<file path="config.mk">
export PLATFORM = sky130hd
export DESIGN_NAME = si_uart_tx
export DESIGN_NICKNAME = d
export VERILOG_FILES = /design/src/rtl/si_pkg.sv /design/src/rtl/si_fifo.sv /design/src/rtl/si_uart_tx.sv
export SDC_FILE = /design/constraint.sdc
export NUM_CORES = 1
export LEC_CHECK = 0
export CORE_MARGIN = 2
export CORE_UTILIZATION = 40
export CTS_BUF_LIST = sky130_fd_sc_hd__clkbuf_8
export DETAILED_ROUTE_END_ITERATION = 10
export GPL_TIMING_DRIVEN = 0
export PLACE_DENSITY = 0.53
export SLEW_MARGIN = 10
export SYNTH_ARGS = -nofsm -noshare
export SYNTH_HDL_FRONTEND = slang
export SYNTH_SLANG_ARGS = --single-unit
</file>
<file path="constraint.sdc">
create_clock -name clk -period 9.1 [get_ports clk]
set_input_delay 0.91 -clock clk [delete_from_list [all_inputs] [get_ports clk]]
set_output_delay 0.91 -clock clk [all_outputs]
set_load 0.01 [all_outputs]
</file>
<file path="src/rtl/si_pkg.sv">
// Shared definitions for the simple-interface byte path and its UART transmitter.
package si_pkg;

    localparam int unsigned SI_DATA_W      = 8;
    localparam int unsigned UART_DATA_BITS = 8;

    typedef logic [SI_DATA_W-1:0] si_byte_t;

    typedef enum logic [2:0] {
        ST_IDLE   = 3'd0,
        ST_START  = 3'd1,
        ST_DATA   = 3'd2,
        ST_PARITY = 3'd3,
        ST_STOP   = 3'd4
    } uart_state_t;

    // Even parity bit: makes the total count of ones over data+parity even.
    function automatic logic even_parity(input si_byte_t d);
        return ^d;
    endfunction

endpackage

</file>
<file path="src/rtl/si_fifo.sv">
// Synchronous single-clock FIFO with first-word fall-through read data.
// DEPTH must be a power of two; simultaneous read and write keep the count.
module si_fifo #(
    parameter int unsigned WIDTH = 8,
    parameter int unsigned DEPTH = 4
) (
    input  logic                   clk,
    input  logic                   rst,
    input  logic                   i_wr_en,
    input  logic [WIDTH-1:0]       i_wr_data,
    input  logic                   i_rd_en,
    output logic [WIDTH-1:0]       o_rd_data_c,
    output logic                   o_full_c,
    output logic                   o_empty_c,
    output logic [$clog2(DEPTH):0] o_count
);

    localparam int unsigned AW = $clog2(DEPTH);
    localparam int unsigned CW = AW + 1;

    logic [WIDTH-1:0] r_mem [DEPTH];
    logic [AW-1:0]    r_wr_ptr;
    logic [AW-1:0]    r_rd_ptr;
    logic [CW-1:0]    r_count;
    logic             w_do_wr;
    logic             w_do_rd;

    assign o_full_c    = (r_count == CW'(DEPTH));
    assign o_empty_c   = (r_count == '0);
    assign w_do_wr     = i_wr_en & ~o_full_c;
    assign w_do_rd     = i_rd_en & ~o_empty_c;
    assign o_rd_data_c = r_mem[r_rd_ptr];
    assign o_count     = r_count;

    // Storage needs no reset; only entries below the count are ever read.
    always_ff @(posedge clk) begin
        if (w_do_wr) begin
            r_mem[r_wr_ptr] <= i_wr_data;
        end
    end

    always_ff @(posedge clk) begin
        if (rst) begin
            r_wr_ptr <= '0;
            r_rd_ptr <= '0;
            r_count  <= '0;
        end else begin
            if (w_do_wr) begin
                r_wr_ptr <= r_wr_ptr + AW'(1);
            end
            if (w_do_rd) begin
                r_rd_ptr <= r_rd_ptr + AW'(1);
            end
            case ({w_do_wr, w_do_rd})
                2'b10:   r_count <= r_count + CW'(1);
                2'b01:   r_count <= r_count - CW'(1);
                default: r_count <= r_count;
            endcase
        end
    end

endmodule

</file>
<file path="src/rtl/si_uart_tx.sv">
// Byte sink for the FIFO simple interface, serialising bytes as UART frames on tx.
// 8N1 by default; defining SI_UART_TX_PARITY_EN adds an even parity bit (8E1).
module si_uart_tx
    import si_pkg::*;
#(
    parameter int unsigned CLKS_PER_BIT = 104,
    parameter int unsigned FIFO_DEPTH   = 4
) (
    input  logic                 clk,
    input  logic                 rst,
    input  logic [SI_DATA_W-1:0] data_si,
    input  logic                 rdy_si,
    output logic                 ack_si,
    output logic                 tx,
    output logic                 busy,
    output logic                 overflow
);

    localparam int unsigned CNT_W  = $clog2(CLKS_PER_BIT);
    localparam int unsigned FCNT_W = $clog2(FIFO_DEPTH) + 1;
    localparam logic [CNT_W-1:0]  CNT_LAST  = CNT_W'(CLKS_PER_BIT - 1);
    localparam logic [FCNT_W-1:0] FCNT_FULL = FCNT_W'(FIFO_DEPTH);
    localparam logic [2:0]        BIT_LAST  = 3'(UART_DATA_BITS - 1);

    uart_state_t          r_state;
    uart_state_t          w_state_nxt;
    logic [CNT_W-1:0]     r_clk_cnt;
    logic [CNT_W-1:0]     w_clk_cnt_nxt;
    logic [2:0]           r_bit_idx;
    logic [2:0]           w_bit_idx_nxt;
    si_byte_t             r_shift;
    si_byte_t             w_shift_nxt;
    logic                 r_tx;
    logic                 w_tx_nxt;
`ifdef SI_UART_TX_PARITY_EN
    logic                 r_parity;
    logic                 w_parity_nxt;
`endif
    logic                 r_ack;
    logic                 r_busy;
    logic                 r_overflow;

    logic                 w_pop;
    logic                 w_bit_done;
    logic                 w_capture;
    si_byte_t             w_fifo_rdata;
    logic                 w_fifo_full;
    logic                 w_fifo_empty;
    logic [FCNT_W-1:0]    w_fifo_cnt;
    logic [FCNT_W-1:0]    w_fifo_cnt_nxt;

    assign ack_si   = r_ack;
    assign tx       = r_tx;
    assign busy     = r_busy;
    assign overflow = r_overflow;

    assign w_capture      = rdy_si & ~r_ack & ~w_fifo_full;
    assign w_bit_done     = (r_clk_cnt == CNT_LAST);
    assign w_fifo_cnt_nxt = w_fifo_cnt + FCNT_W'(w_capture) - FCNT_W'(w_pop);

    si_fifo #(
        .WIDTH (SI_DATA_W),
        .DEPTH (FIFO_DEPTH)
    ) u_fifo (
        .clk         (clk),
        .rst         (rst),
        .i_wr_en     (w_capture),
        .i_wr_data   (data_si),
        .i_rd_en     (w_pop),
        .o_rd_data_c (w_fifo_rdata),
        .o_full_c    (w_fifo_full),
        .o_empty_c   (w_fifo_empty),
        .o_count     (w_fifo_cnt)
    );

    // Handshake: ack blocks the source for one cycle after a capture and while full.
    always_ff @(posedge clk) begin
        if (rst) begin
            r_ack      <= 1'b0;
            r_busy     <= 1'b0;
            r_overflow <= 1'b0;
        end else begin
            r_ack      <= w_capture | (w_fifo_cnt_nxt == FCNT_FULL);
            r_busy     <= (w_state_nxt != ST_IDLE) | (w_fifo_cnt_nxt != '0);
            r_overflow <= r_overflow | (rdy_si & r_ack);
        end
    end

    always_ff @(posedge clk) begin
        if (rst) begin
            r_state   <= ST_IDLE;
            r_clk_cnt <= '0;
            r_bit_idx <= '0;
            r_shift   <= '0;
            r_tx      <= 1'b1;
`ifdef SI_UART_TX_PARITY_EN
            r_parity  <= 1'b0;
`endif
        end else begin
            r_state   <= w_state_nxt;
            r_clk_cnt <= w_clk_cnt_nxt;
            r_bit_idx <= w_bit_idx_nxt;
            r_shift   <= w_shift_nxt;
            r_tx      <= w_tx_nxt;
`ifdef SI_UART_TX_PARITY_EN
            r_parity  <= w_parity_nxt;
`endif
        end
    end

    // tx is registered from w_tx_nxt, so each state sets the level of the next bit-time.
    always_comb begin
        w_state_nxt   = r_state;
        w_clk_cnt_nxt = r_clk_cnt;
        w_bit_idx_nxt = r_bit_idx;
        w_shift_nxt   = r_shift;
        w_tx_nxt      = r_tx;
        w_pop         = 1'b0;
`ifdef SI_UART_TX_PARITY_EN
        w_parity_nxt  = r_parity;
`endif

        if (r_state != ST_IDLE) begin
            w_clk_cnt_nxt = w_bit_done ? '0 : r_clk_cnt + CNT_W'(1);
        end

        case (r_state)
            ST_IDLE: begin
                w_tx_nxt = 1'b1;
                if (!w_fifo_empty) begin
                    w_pop         = 1'b1;
                    w_shift_nxt   = w_fifo_rdata;
                    w_tx_nxt      = 1'b0;
                    w_clk_cnt_nxt = '0;
                    w_state_nxt   = ST_START;
`ifdef SI_UART_TX_PARITY_EN
                    w_parity_nxt  = even_parity(w_fifo_rdata);
`endif
                end
            end
            ST_START: begin
                if (w_bit_done) begin
                    w_state_nxt   = ST_DATA;
                    w_bit_idx_nxt = '0;
                    w_tx_nxt      = r_shift[0];
                end
            end
            ST_DATA: begin
                if (w_bit_done) begin
                    if (r_bit_idx == BIT_LAST) begin
`ifdef SI_UART_TX_PARITY_EN
                        w_state_nxt = ST_PARITY;
                        w_tx_nxt    = r_parity;
`else
                        w_state_nxt = ST_STOP;
                        w_tx_nxt    = 1'b1;
`endif
                    end else begin
                        w_bit_idx_nxt = r_bit_idx + 3'd1;
                        w_shift_nxt   = {1'b0, r_shift[SI_DATA_W-1:1]};
                        w_tx_nxt      = r_shift[1];
                    end
                end
            end
`ifdef SI_UART_TX_PARITY_EN
            ST_PARITY: begin
                if (w_bit_done) begin
                    w_state_nxt = ST_STOP;
                    w_tx_nxt    = 1'b1;
                end
            end
`endif
            ST_STOP: begin
                if (w_bit_done) begin
                    // Chain straight into the next start bit when data is waiting.
                    if (!w_fifo_empty) begin
                        w_pop        = 1'b1;
                        w_shift_nxt  = w_fifo_rdata;
                        w_tx_nxt     = 1'b0;
                        w_state_nxt  = ST_START;
`ifdef SI_UART_TX_PARITY_EN
                        w_parity_nxt = even_parity(w_fifo_rdata);
`endif
                    end else begin
                        w_tx_nxt    = 1'b1;
                        w_state_nxt = ST_IDLE;
                    end
                end
            end
            default: begin
                w_tx_nxt      = 1'b1;
                w_clk_cnt_nxt = '0;
                w_state_nxt   = ST_IDLE;
            end
        endcase
    end

endmodule

</file>
# Word-level counts from Yosys, hierarchy flattened
# Memories as Yosys holds them, arrays and structs flattened. A register that Yosys moved wholly into a read port is not among the register bits.
# Index checks and enable logic that the tools add are counted.
[word_totals]
mem_bits_rw = 32
output_inout_bits = 4
mem_bits_ro = 0
word_cells = 90
memories = 1
ff_bits = 32
latchBits = 0
inputBits = 11
[op_classes]
add_sub_neg = 8
bitwise_logic = 11
multipliers = 0
div_mod_pow = 0
magnitude_cmp = 0
n_reduce_logical = 12
n_eq_ne = 13
n_mux = 34
n_shift = 0
[mem_list]
columns = ["memory", "depth", "width", "rd", "rd_clocked_by_memory_dff", "wr", "line_no", "source"]
rows = [
  ["u_fifo.r_mem", 4, 8, 1, 1, 1, "si_fifo.sv:21", "logic [WIDTH-1:0] r_mem [DEPTH];"],
]
[ops]
columns = ["cell", "n"]
rows = [
  ["$mux 8", 4],
  ["$mux 3", 8],
  ["$pmux 8 s3", 1],
  ["$mux 7", 3],
  ["$pmux 7 s2", 1],
  ["$eq 3x3->1 const B", 4],
  ["$pmux 3 s2", 2],
  ["$pmux 3 s4", 1],
  ["$reduce_bool 3->1", 4],
  ["$mux 1", 10],
  ["$ne 2x2->1 const B", 4],
  ["$reduce_and 4->1", 2],
  ["$add 7x1->7 const B", 1],
  ["$eq 7x7->1 const B", 1],
  ["$add 3x1->3 const B", 2],
  ["$logic_not 3->1", 2],
  ["$and 1x1->1", 5],
  ["$add 2x1->2 const B", 2],
  ["$mux 2", 2],
  ["$pmux 1 s4", 1],
  ["$reduce_bool 2->1", 2],
  ["$add 3x1->3", 1],
  ["$eq 3x1->1 const B", 1],
  ["$eq 3x2->1 const B", 1],
  ["other kinds (9)", 13],
]

# Logic depth before layout (Yosys ltp)
# Gate-level depths: netlist (run 1).
[depth]
ltp_word = 7
depth_mapped = 13
ltp_nobuf = 12

# Modules after synthesis
# A second synthesis (run 1) with hierarchy kept.
[hier_totals]
cells_unflattened = 259
area_unflattened_um2 = 3086.7
[modules_own_cells]
columns = ["module", "seq_area_each_um2", "cells_per_inst", "instances", "area_per_inst_um2"]
rows = [
  ["si_fifo", 1141.1, 96, 1, 1635.3],
  ["si_uart_tx", 500.5, 163, 1, 1451.4],
]

# Worst setup path before layout (run 1)
# OpenSTA, ideal clock, no wires.
[synth_timing]
path_kind = "input -> register"
from = "input port rdy_si"
to = "register r_busy (netlist: busy)"
setup_ns = 0.134
setup_slack_ns = 5.671
t_required_ns = 8.966
cell_stages = 11
path_buffers = 0
arrival_ns = 3.295
path_cell_list = "inv_1 > a311oi_2 > inv_1 > ha_1 > inv_1 > ha_1 > fa_1 > xnor2_1 > xnor2_1 > o31a_1 > or4_1"
[synth_via]
elab_chain_cells = 6
[synth_rtl]
columns = ["element", "line_no", "source"]
rows = [
  ["start: declaration", "si_uart_tx.sv:12", "input logic rdy_si,"],
  ["$and 1x1->1 (2 in series)", "si_uart_tx.sv:57", "assign w_capture = rdy_si & ~r_ack & ~w_fifo_full;"],
  ["$add 3x1->3", "si_uart_tx.sv:59", "assign w_fifo_cnt_nxt = w_fifo_cnt + FCNT_W'(w_capture) - FCNT_W'(w_pop);"],
  ["$sub 3x1->3", "si_uart_tx.sv:59", ""],
  ["$reduce_bool 3->1", "si_uart_tx.sv:84", "r_busy <= (w_state_nxt != ST_IDLE) | (w_fifo_cnt_nxt != '0);"],
  ["$or 1x1->1", "si_uart_tx.sv:84", ""],
  ["end signal: assignment", "si_uart_tx.sv:84", ""],
  ["end: declaration", "si_uart_tx.sv:40", "logic r_busy;"],
]
# No other way between the ends.
# A chain may end at the register's enable or synchronous reset.

# Final worst setup path (run 1)
# Ends and elaborated chain as after synthesis.

==> reports/metrics.cfg, run 1 <==
[synthesis]
synth_area_leaders = sky130_fd_sc_hd__edfxtp_1 31%, sky130_fd_sc_hd__dfxtp_1 22%, sky130_fd_sc_hd__mux4_2 5.7%
synth_seq_area_share_pct = 52.3
netlist_instances = 262
post_synth_fa_ha_maj_area_fraction_pct = 5.26
synth.net_count = 285
synth_enable_flop_cells = 32
synth_largest_area_cell = sky130_fd_sc_hd__edfxtp_1
post_synth_and_or_nand_nor_area_fraction_pct = 13.5
synth_largest_type_area_fraction_pct = 30.6
synth_unique_cells = 56
synth_top_flop_cell = sky130_fd_sc_hd__dfxtp_1
synth-compound-area-share_pct = 14.1
yosys_warnings = 0
postSynth.asyncResetShare_pct = 0
synth.cell_area_um2 = 3140
yosys.area_share.xor_xnor_pct = 3.35
yosys-mux-area-fraction_pct = 6.69
yosys_register_bits = 66
synth_top_family_by_area = compound AO/OA/AOI/OAI gates
synth_area_per_cell_um2 = 12.0

[final_layout]
layout.nets = 310
nFillCells = 705
drive_above_1_share_pct = 13.7
final-seq-area_um2 = 1640
insertedDiodeCount = 0
multi_input_area_um2 = 1350
synthToLayoutAreaGrowth_pct = 15.7

[detailed_routing]
drtIter0Drc = 74
num_vias = 2107
wl_per_cell_um = 15.7
post_drt_via_cell_ratio = 5.35
detail_route.first_pass.iterations = 4
detail_route.wirelength_um = 6180
remaining_drc_errors = 0
drt.antenna.violating_nets = 0

[place]
gp_congestion = 0.846
port_buffers = 14
dp_hpwl_um = 4420

[timing]
setup-violations-final = 0
finalMaxSlewViolations = 0
tightest_slew_margin_relative_to_the_limit_pct = 37.8
maxClockFrequency_mhz = 262
skew_ns = 0.00962
setup_repair_after_global_routing_missed_its_margin = false
final_period_minus_worst_setup_slack_ns = 3.81
final.setup.tns_ns = 0
final_min_period_over_clock_period_pct = 41.9
max_slew.worst_pin.slew_ns = 0.927
timing.final.hold_violations = 0

[setup_path]
crit_buf_inv = 4
critical_path.cell_chain = clkdlybuf4s50_1 > inv_1 > a311oi_2 > inv_1 > ha_1 > inv_1 > ha_1 > fa_1 > xnor2_1 > xnor2_1 > o31a_1 > or4_1
worst_ep_arrival_time_ns = 4.02
ff2ff_path_depth = 13
slowest_delay_ns = 0.52
r2r_setup_slack_ns = 5.64
timing_worst_setup_path_type = in2reg
critical_path.most_common_cell = sky130_fd_sc_hd__inv_1
path_delay_family = adder cells
timing.rr.start = r_clk_cnt[0]
regToRegEndpoint = busy
cp_max_fo = 8
endpoint_kind = register
cp-start-kind = primary input
worst_ep_required_ns = 9.31
cpMaxStageDelayCell = sky130_fd_sc_hd__or4_1

[grt]
grt_pass1_wl_um = 10900
grt_pass1_vias = 2154
overflow = 0
global_route.usage.total_pct = 16.4
grt_start_max_net_pins = 14
number_of_antenna_violations_at_the_first_check_in_global_routing = 0

[min_path]
worst_hold_path_type = reg2reg
min_delay_path_depth = 1
hold_path_startpoint = r_shift[5]
worstHoldEndpoint = r_shift[5]

[cts]
tritoncts_clock_tree = built
cts.repair_timing.setup_buffer_count = 0
cts_repair_resize_count = 0
cts-hold-fix-buffers = 0
htreeDepth = 3
cts_root_buf = sky130_fd_sc_hd__clkbuf_8
clock_net_sink_count = 66
max-clock-path-buffers = 2
worst_skew_late_latency_ns = 0.34
clk_transition_reported_paths_ns = 0.08
cts_buffers = 9

[power_and_ir_drop]
leakage_nw = 1.27
pwr_density_cell_nw_per_um2 = 284
worst_ir_drop_vdd_mv = 0.169
power.total_w = 0.00103

[floorplanning]
dieWidth_um = 92.6
core_box_area_um2 = 7650
die_area_um2 = 8580
pin_count = 15
die_h_um = 92.6
initial_core_util_pct = 41.1
rows = 32

[run]
timing.max_cap.violations = 0

[outcome]
status = completed

layout make-up:
cell class | count | area share [%]
multi-input cells | 165 | 37.1
clock buffers | 9 | 3.41
clock inverters | 7 | 2.76
flip-flops and latches | 66 | 45.2
inverters | 15 | 1.55
well taps | 102 | 3.51
plain buffers | 16 | 2.65
repair buffers | 14 | 3.86
synthesized netlist by cell type (4+ instances only):
| library cell | number |
|---|---|
| sky130_fd_sc_hd__ha_1 | 10 |
| sky130_fd_sc_hd__nor2_1 | 25 |
| sky130_fd_sc_hd__a31oi_1 | 8 |
| sky130_fd_sc_hd__o21a_1 | 8 |
| sky130_fd_sc_hd__a211oi_1 | 7 |
| sky130_fd_sc_hd__a21oi_1 | 10 |
| sky130_fd_sc_hd__edfxtp_1 | 32 |
| sky130_fd_sc_hd__and2_1 | 4 |
| sky130_fd_sc_hd__clkbuf_1 | 5 |
| sky130_fd_sc_hd__nand2_1 | 5 |
| sky130_fd_sc_hd__inv_1 | 15 |
| sky130_fd_sc_hd__buf_2 | 5 |
| sky130_fd_sc_hd__dfxtp_1 | 34 |
| sky130_fd_sc_hd__nor4bb_1 | 7 |
| sky130_fd_sc_hd__o21ai_0 | 6 |
| sky130_fd_sc_hd__mux4_2 | 8 |
| sky130_fd_sc_hd__xor2_1 | 4 |
| sky130_fd_sc_hd__nor3_1 | 6 |
| sky130_fd_sc_hd__xnor2_1 | 8 |
| sky130_fd_sc_hd__or3_1 | 4 |
cells in the final DEF, fill, tap and decap left out, types with 6 or more instances in the layout:
master	synthesis	final
sky130_fd_sc_hd__dfxtp_1	34	34
sky130_fd_sc_hd__xnor2_1	8	8
sky130_fd_sc_hd__a21oi_1	10	10
sky130_fd_sc_hd__ha_1	10	10
sky130_fd_sc_hd__o21a_1	8	8
sky130_fd_sc_hd__clkdlybuf4s50_1	0	14
sky130_fd_sc_hd__o21ai_0	6	6
sky130_fd_sc_hd__a31oi_1	8	8
sky130_fd_sc_hd__nor3_1	6	6
sky130_fd_sc_hd__nor4bb_1	7	7
sky130_fd_sc_hd__inv_1	15	15
sky130_fd_sc_hd__clkbuf_8	0	9
sky130_fd_sc_hd__mux4_2	8	8
sky130_fd_sc_hd__edfxtp_1	32	32
sky130_fd_sc_hd__nor2_1	25	25
sky130_fd_sc_hd__a211oi_1	7	7
sequential cells by signal (all words and copies together), names as in the netlist, 2 cells and up, named ones only:
name,count
r_bit_idx,3
r_clk_cnt,7
u_fifo.r_wr_ptr,2
r_shift,8
u_fifo.o_count,3
u_fifo.r_rd_ptr,2
u_fifo.r_mem,32
r_state,3
worst max-delay path by stage:
stage	slack (ns)	depth (start not counted)	from	to
global route	5.04	12	rdy_si	busy
global placement	4.90	12	rdy_si	busy
finish	5.29	12	rdy_si	busy
CTS	5.25	12	rdy_si	busy
floorplan	5.67	11	rdy_si	busy
detailed placement	4.88	12	rdy_si	busy
per-stage QoR:
step	instance area [um^2]	utilization, %	worst slack (ns)	cells	hold WS [ns]
2_1_floorplan	3140	-	5.67	262	0.432
3_3_place_gp	3410	44.6	4.90	378	0.442
3_5_place_dp	3410	44.6	4.88	378	0.449
4_1_cts	3630	47.5	5.25	394	0.469
5_1_grt	3630	47.5	5.04	394	0.487
6_report	3630	47.5	5.29	394	0.463
routing by layer:
layer | GRT usage (%) | wire length (um) | vias up
li1 | - | - | 1049
met1 | 22.3 | 3020 | 1022
met2 | 25.3 | 2910 | 27
met3 | 3.17 | 158 | 9
met4 | 7.59 | 101 | 0
met5 | 0 | 0 | -
report_power, final:
part	total, W	switching [W]	internal, W
Clock	0.000282	0.000126	0.000157
Sequential	0.000401	0.0000290	0.000372
Combinational	0.000347	0.000186	0.000161
cells by family (layout without fill, tap and decap cells):
family,count (synthesis),in the layout
simple gates,71,71
flops,66,66
compound gates,59,59
buf+inv,31,61
fa+ha+maj,12,12
xor+xnor,12,12
mux,11,11
No activity file was read; power rests on OpenSTA's default activity.
==> run 2: changes to the inputs <==
PLACE_DENSITY = 0.55   (was 0.53)
clock period = 3.2 ns   (was 9.1 ns; I/O delays follow)
==> reports/metrics.cfg, run 2 (synthesized netlist as in run 1, its figures left out) <==
[place]
dpl.cell_count = 378
gp_congestion = 0.864
dp_hpwl_um = 4380
port_buffers = 14
detailed_place.area_um2 = 3410

[setup_path]
setup.worst_path.end = busy
regToRegEndpoint = busy
timing.rr.start = u_fifo.o_count[2]
r2r_setup_slack_ns = 0.1
worstSetupStartpoint = u_fifo.o_count[2]
ff2ff_path_depth = 12
cp_max_fo = 7
worst_ep_arrival_time_ns = 3.33
worst_ep_required_ns = 3.42
timing_worst_setup_path_type = reg2reg
endpoint_kind = register
cp-start-kind = register

[grt]
grt_pass1_wl_um = 10800
global_route.usage.total_pct = 16.5
number_of_antenna_violations_at_the_first_check_in_global_routing = 0
overflow = 0
grt_pass1_vias = 2184
grt_start_max_net_pins = 15

[detailed_routing]
drtIter0Drc = 77
post_drt_via_cell_ratio = 5.47
num_vias = 2168
detail_route.first_pass.iterations = 4
detail_route.wirelength_um = 6570
wl_per_cell_um = 16.6
drt.antenna.violating_nets = 0
remaining_drc_errors = 0

[timing]
finalMaxSlewViolations = 0
final_period_minus_worst_setup_slack_ns = 3.10
timing.final.hold_violations = 0
final_min_period_over_clock_period_pct = 97.0
setup-violations-final = 0
max_slew.worst_pin.slew_ns = 0.944
skew_ns = 0.00537
maxClockFrequency_mhz = 322
tightest_slew_margin_relative_to_the_limit_pct = 36.6

[min_path]
worst_hold_path_type = reg2reg
min_delay_path_depth = 1

[final_layout]
insertedDiodeCount = 0
register_bank_with_the_most_flops = u_fifo.r_mem
mostFrequentLayoutCells = 32 x sky130_fd_sc_hd__edfxtp_1, 29 x sky130_fd_sc_hd__dfxtp_1, 25 x sky130_fd_sc_hd__nor2_1
layout.nets = 312
final-seq-area_um2 = 1650
fin_util_pct = 48.3
reg_top3 = u_fifo.r_mem: 32 flops, r_shift: 8 flops, r_clk_cnt: 7 flops
postLayoutCellArea_um2 = 3700
nFillCells = 708
multi_input_area_um2 = 1410
drive_above_1_share_pct = 19.4
mostFrequentLayoutCell = sky130_fd_sc_hd__edfxtp_1
largest_reg_flops = 32
finalNonFillerCells = 396
synthToLayoutAreaGrowth_pct = 17.7

[cts]
clk_transition_reported_paths_ns = 0.08
worst_skew_late_latency_ns = 0.34
cts_buffers = 9
max-clock-path-buffers = 2
tritoncts_clock_tree = built
cts_root_buf = sky130_fd_sc_hd__clkbuf_8
htreeDepth = 3
clock_net_sink_count = 66

[floorplanning]
initial_core_util_pct = 41.1
die_h_um = 92.6
dieWidth_um = 92.6
rows = 32
core_box_area_um2 = 7650
die_area_um2 = 8580
pin_count = 15

[run]
timing.max_cap.violations = 0

[power_and_ir_drop]
worst_ir_drop_vdd_mv = 0.309
pwr_density_cell_nw_per_um2 = 804
leakage_nw = 1.28

[outcome]
status = completed

==> run 2: worst min-delay path by stage <==
| stage | startpoint | to | slack [ns] |
|---|---|---|---|
| floorplan | data_si[0] | u_fifo.r_mem[0][0] | 0.42 |
| global route | r_shift[5] | r_shift[5] | 0.49 |
| global placement | r_shift[6] | r_shift[6] | 0.44 |
| CTS | r_shift[6] | r_shift[6] | 0.47 |
| detailed placement | r_shift[6] | r_shift[6] | 0.45 |
| finish | r_shift[6] | r_shift[6] | 0.46 |
==> run 2: power breakdown <==
part / total [W] / switching (W) / internal [W]
logic: 0.00106 / 0.000553 / 0.000512
registers: 0.00117 / 0.000101 / 0.00106
clock network: 0.000742 / 0.000369 / 0.000373
==> run 2: area by class of cell <==
type                            instances  share of cell area [%]
Clock buffer                            9                    3.35
Clock inverter                          7                    2.23
Buffer                                 14                    2.20
Sequential cell                        66                    44.6
Multi-Input combinational cell        165                    38.0
Timing Repair Buffer                   18                    4.60
Inverter                               15                    1.52
Tap cell                              102                    3.45
==> run 2: layer usage <==
metal	vias to the layer above	track usage [%]	wire [um]
met2	53	25.9	3140
li1	1046	-	-
met3	12	4.23	292
met1	1057	21.3	3020
met4	0	7.84	119
met5	-	0	0
==> run 2: worst max-delay path: stages, from the launching register on <==
cell                      delay [ns]
sky130_fd_sc_hd__dfxtp_1        0.31
sky130_fd_sc_hd__buf_6          0.14
sky130_fd_sc_hd__or3_4          0.36
sky130_fd_sc_hd__nand3_2        0.14
sky130_fd_sc_hd__nor2_1         0.07
sky130_fd_sc_hd__ha_1           0.27
sky130_fd_sc_hd__inv_1          0.04
sky130_fd_sc_hd__ha_2           0.17
sky130_fd_sc_hd__fa_2           0.38
sky130_fd_sc_hd__xnor2_2        0.19
sky130_fd_sc_hd__xnor2_1        0.12
sky130_fd_sc_hd__o31a_1         0.29
sky130_fd_sc_hd__or4_4          0.53
==> run 2: per-stage QoR <==
| stage | hold WS (ns) | worst slack (ns) | setup TNS, ns | total power (W) |
|---|---|---|---|---|
| after floorplan | 0.419 | 0.0415 | 0 | 0.00190 |
| after global placement | 0.441 | -0.430 | -0.430 | 0.00215 |
| after detailed placement | 0.446 | -0.407 | -0.407 | 0.00217 |
| after CTS | 0.465 | 0.0181 | 0 | 0.00293 |
| after global routing | 0.485 | -0.0222 | -0.0222 | 0.00317 |
| final | 0.463 | 0.0960 | 0 | 0.00297 |
==> run 2: repair_timing <==
item | in CTS | in global routing
setup endpoints to repair | 1 | 1
pin swaps | 2 | 8
hold buffers | 0 | 0
setup buffers | 2 | 2
gates resized for setup | 4 | 14
==> run 3: changes to the inputs <==
CORE_ASPECT_RATIO = 1.25   (was default)
SLEW_MARGIN = default   (was 10)
==> reports/metrics.cfg, run 3 (synthesized netlist as in run 1, its figures left out) <==
[cts]
htreeDepth = 3
cts_root_buf = sky130_fd_sc_hd__clkbuf_8
cts-hold-fix-buffers = 0
cts_buffers = 9
clk_transition_reported_paths_ns = 0.08
worst_skew_late_latency_ns = 0.35
tritoncts_clock_tree = built
clock_net_sink_count = 66
max-clock-path-buffers = 2

[setup_path]
endpoint_kind = register
crit_buf_inv = 2
worst_ep_arrival_time_ns = 3.25
timing_worst_setup_path_type = reg2reg
worst_ep_required_ns = 3.42
critical_path.cell_chain = ha_4 > and4b_1 > buf_6 > a21oi_4 > nor2_2 > ha_1 > inv_1 > ha_1 > fa_2 > xnor2_2 > xnor2_2 > o31a_1 > or4_1
cp-start-kind = register
cpMaxStageDelayCell = sky130_fd_sc_hd__or4_1
cp_max_fo = 4
path_delay_family = adder cells
slowest_delay_ns = 0.40

[timing]
final.setup.tns_ns = 0
setup-violations-final = 0
final_period_minus_worst_setup_slack_ns = 3.03
setup_repair_after_global_routing_missed_its_margin = false
finalMaxSlewViolations = 0
timing.final.hold_violations = 0
tightest_slew_margin_relative_to_the_limit_pct = 36.6
timing.hold.ws_ns = 0.465
final_min_period_over_clock_period_pct = 94.6
skew_ns = 0.00756
max_slew.worst_pin.slew_ns = 0.944
maxClockFrequency_mhz = 330

[place]
detailed_place.area_um2 = 3400
dp_hpwl_um = 4390
gp_congestion = 0.797
port_buffers = 14

[detailed_routing]
post_drt_via_cell_ratio = 5.46
detail_route.wirelength_um = 6400
wl_met2_um = 3220
remaining_drc_errors = 0
detail_route.first_pass.iterations = 4
drt.antenna.violating_nets = 0
wl_per_cell_um = 16.4
drtIter0Drc = 103
wl_met1_um = 2800
dr.max_layer_used = met4
wl_met3_um = 190
num_vias = 2131

[final_layout]
reg_top3 = u_fifo.r_mem: 32 flops, r_shift: 8 flops, r_clk_cnt: 7 flops
final-seq-area_um2 = 1650
nFillCells = 703
postLayoutCellArea_um2 = 3710
synthToLayoutAreaGrowth_pct = 18.3
multi_input_area_um2 = 1400
drive_above_1_share_pct = 18.3
mostFrequentLayoutCell = sky130_fd_sc_hd__edfxtp_1
largest_reg_flops = 32
insertedDiodeCount = 0
register_bank_with_the_most_flops = u_fifo.r_mem
layout.nets = 313
mostFrequentLayoutCells = 32 x sky130_fd_sc_hd__edfxtp_1, 31 x sky130_fd_sc_hd__dfxtp_1, 24 x sky130_fd_sc_hd__nor2_1

[power_and_ir_drop]
worst_ir_drop_vdd_mv = 0.473
power_frac_seq_pct = 38.5
power.internal_w = 0.00201
power.combinational.fraction_pct = 35.1
power.total_w = 0.00302
switching_share_pct = 33.2
clockPowerShare_pct = 26.5
leakage_nw = 1.31
p_sw_w = 0.00100
pwr_density_cell_nw_per_um2 = 812

[run]
timing.max_cap.violations = 0

[grt]
overflow = 0
grt_pass1_wl_um = 10400
grt_start_max_net_pins = 14
global_route.usage.total_pct = 15.7
number_of_antenna_violations_at_the_first_check_in_global_routing = 0
grt_pass1_vias = 2141

[floorplanning]
pin_count = 15
rows = 36
die_area_um2 = 8580
dieWidth_um = 83.3
die_h_um = 103
initial_core_util_pct = 40.8
core_box_area_um2 = 7700

[outcome]
status = completed

[min_path]
worst_hold_path_type = reg2reg

==> run 3: cell count changes in the layout (fill, tap and decap cells not counted), sizes merged <==
cell,delta
clkinv,+3
buf,+1
clkinvlp,-1
bufinv,+1
inv,-3
==> run 3: layout make-up <==
cell class                      count  area share, %
Inverter                           15           1.52
Clock inverter                      7           2.76
Clock buffer                        9           3.33
Tap cell                           95           3.20
Buffer                             15           2.49
Multi-Input combinational cell    165           37.8
Sequential cell                    66           44.4
Timing Repair Buffer               18           4.58
==> run 3: path summary, 6_finish.rpt <==
path,from,end,slack (ns),cells past startpoint
setup reg to reg,r_clk_cnt[0],busy,0.17,13
hold reg to reg,r_shift[3],r_shift[3],0.47,1
hold / removal,r_shift[3],r_shift[3],0.47,1
setup / recovery,r_clk_cnt[0],busy,0.17,13
==> run 3: timing repair <==
item                       CTS  global route
setup buffers                2             2
setup endpoints to repair    1             1
pin swaps                    2             4
resized for setup            3            11
cloned                       0             0
==> run 3: worst register-to-register path: cells and delay by family, from the launching register on <==
| kind | cells | cell delay (ns) |
|---|---|---|
| AOI/OAI and AO/OA | 2 | 0.40 |
| xor gates and xnor gates | 2 | 0.30 |
| adders and majority gates | 4 | 1.00 |
| buffers and inverters | 2 | 0.17 |
| DFF | 1 | 0.36 |
| and+or+nand+nor | 3 | 0.67 |
==> run 3: metal layers <==
layer	track usage, %	vias up
li1	-	1045
met4	9.21	0
met5	0	-
met2	27.9	38
met1	17.4	1031
met3	3.76	17
==> run 3: power by group through the flow <==
stage	registers (W)	clock network [W]	logic, W
floorplan	0.00115	0	0.000754
global placement	0.00115	0	0.000995
detailed placement	0.00116	0	0.00101
CTS	0.00115	0.000818	0.00101
global route	0.00118	0.000847	0.00118
finish	0.00116	0.000798	0.00106
==> run 3: through the flow <==
step | setup WS [ns] | utilization (%) | instances
after floorplan | 0.0415 | - | 262
after global placement | -0.386 | 44.1 | 371
after detailed placement | -0.407 | 44.1 | 371
after CTS | 0.0316 | 47.5 | 388
after global routing | 0.0561 | 48.2 | 390
final | 0.171 | 48.2 | 390
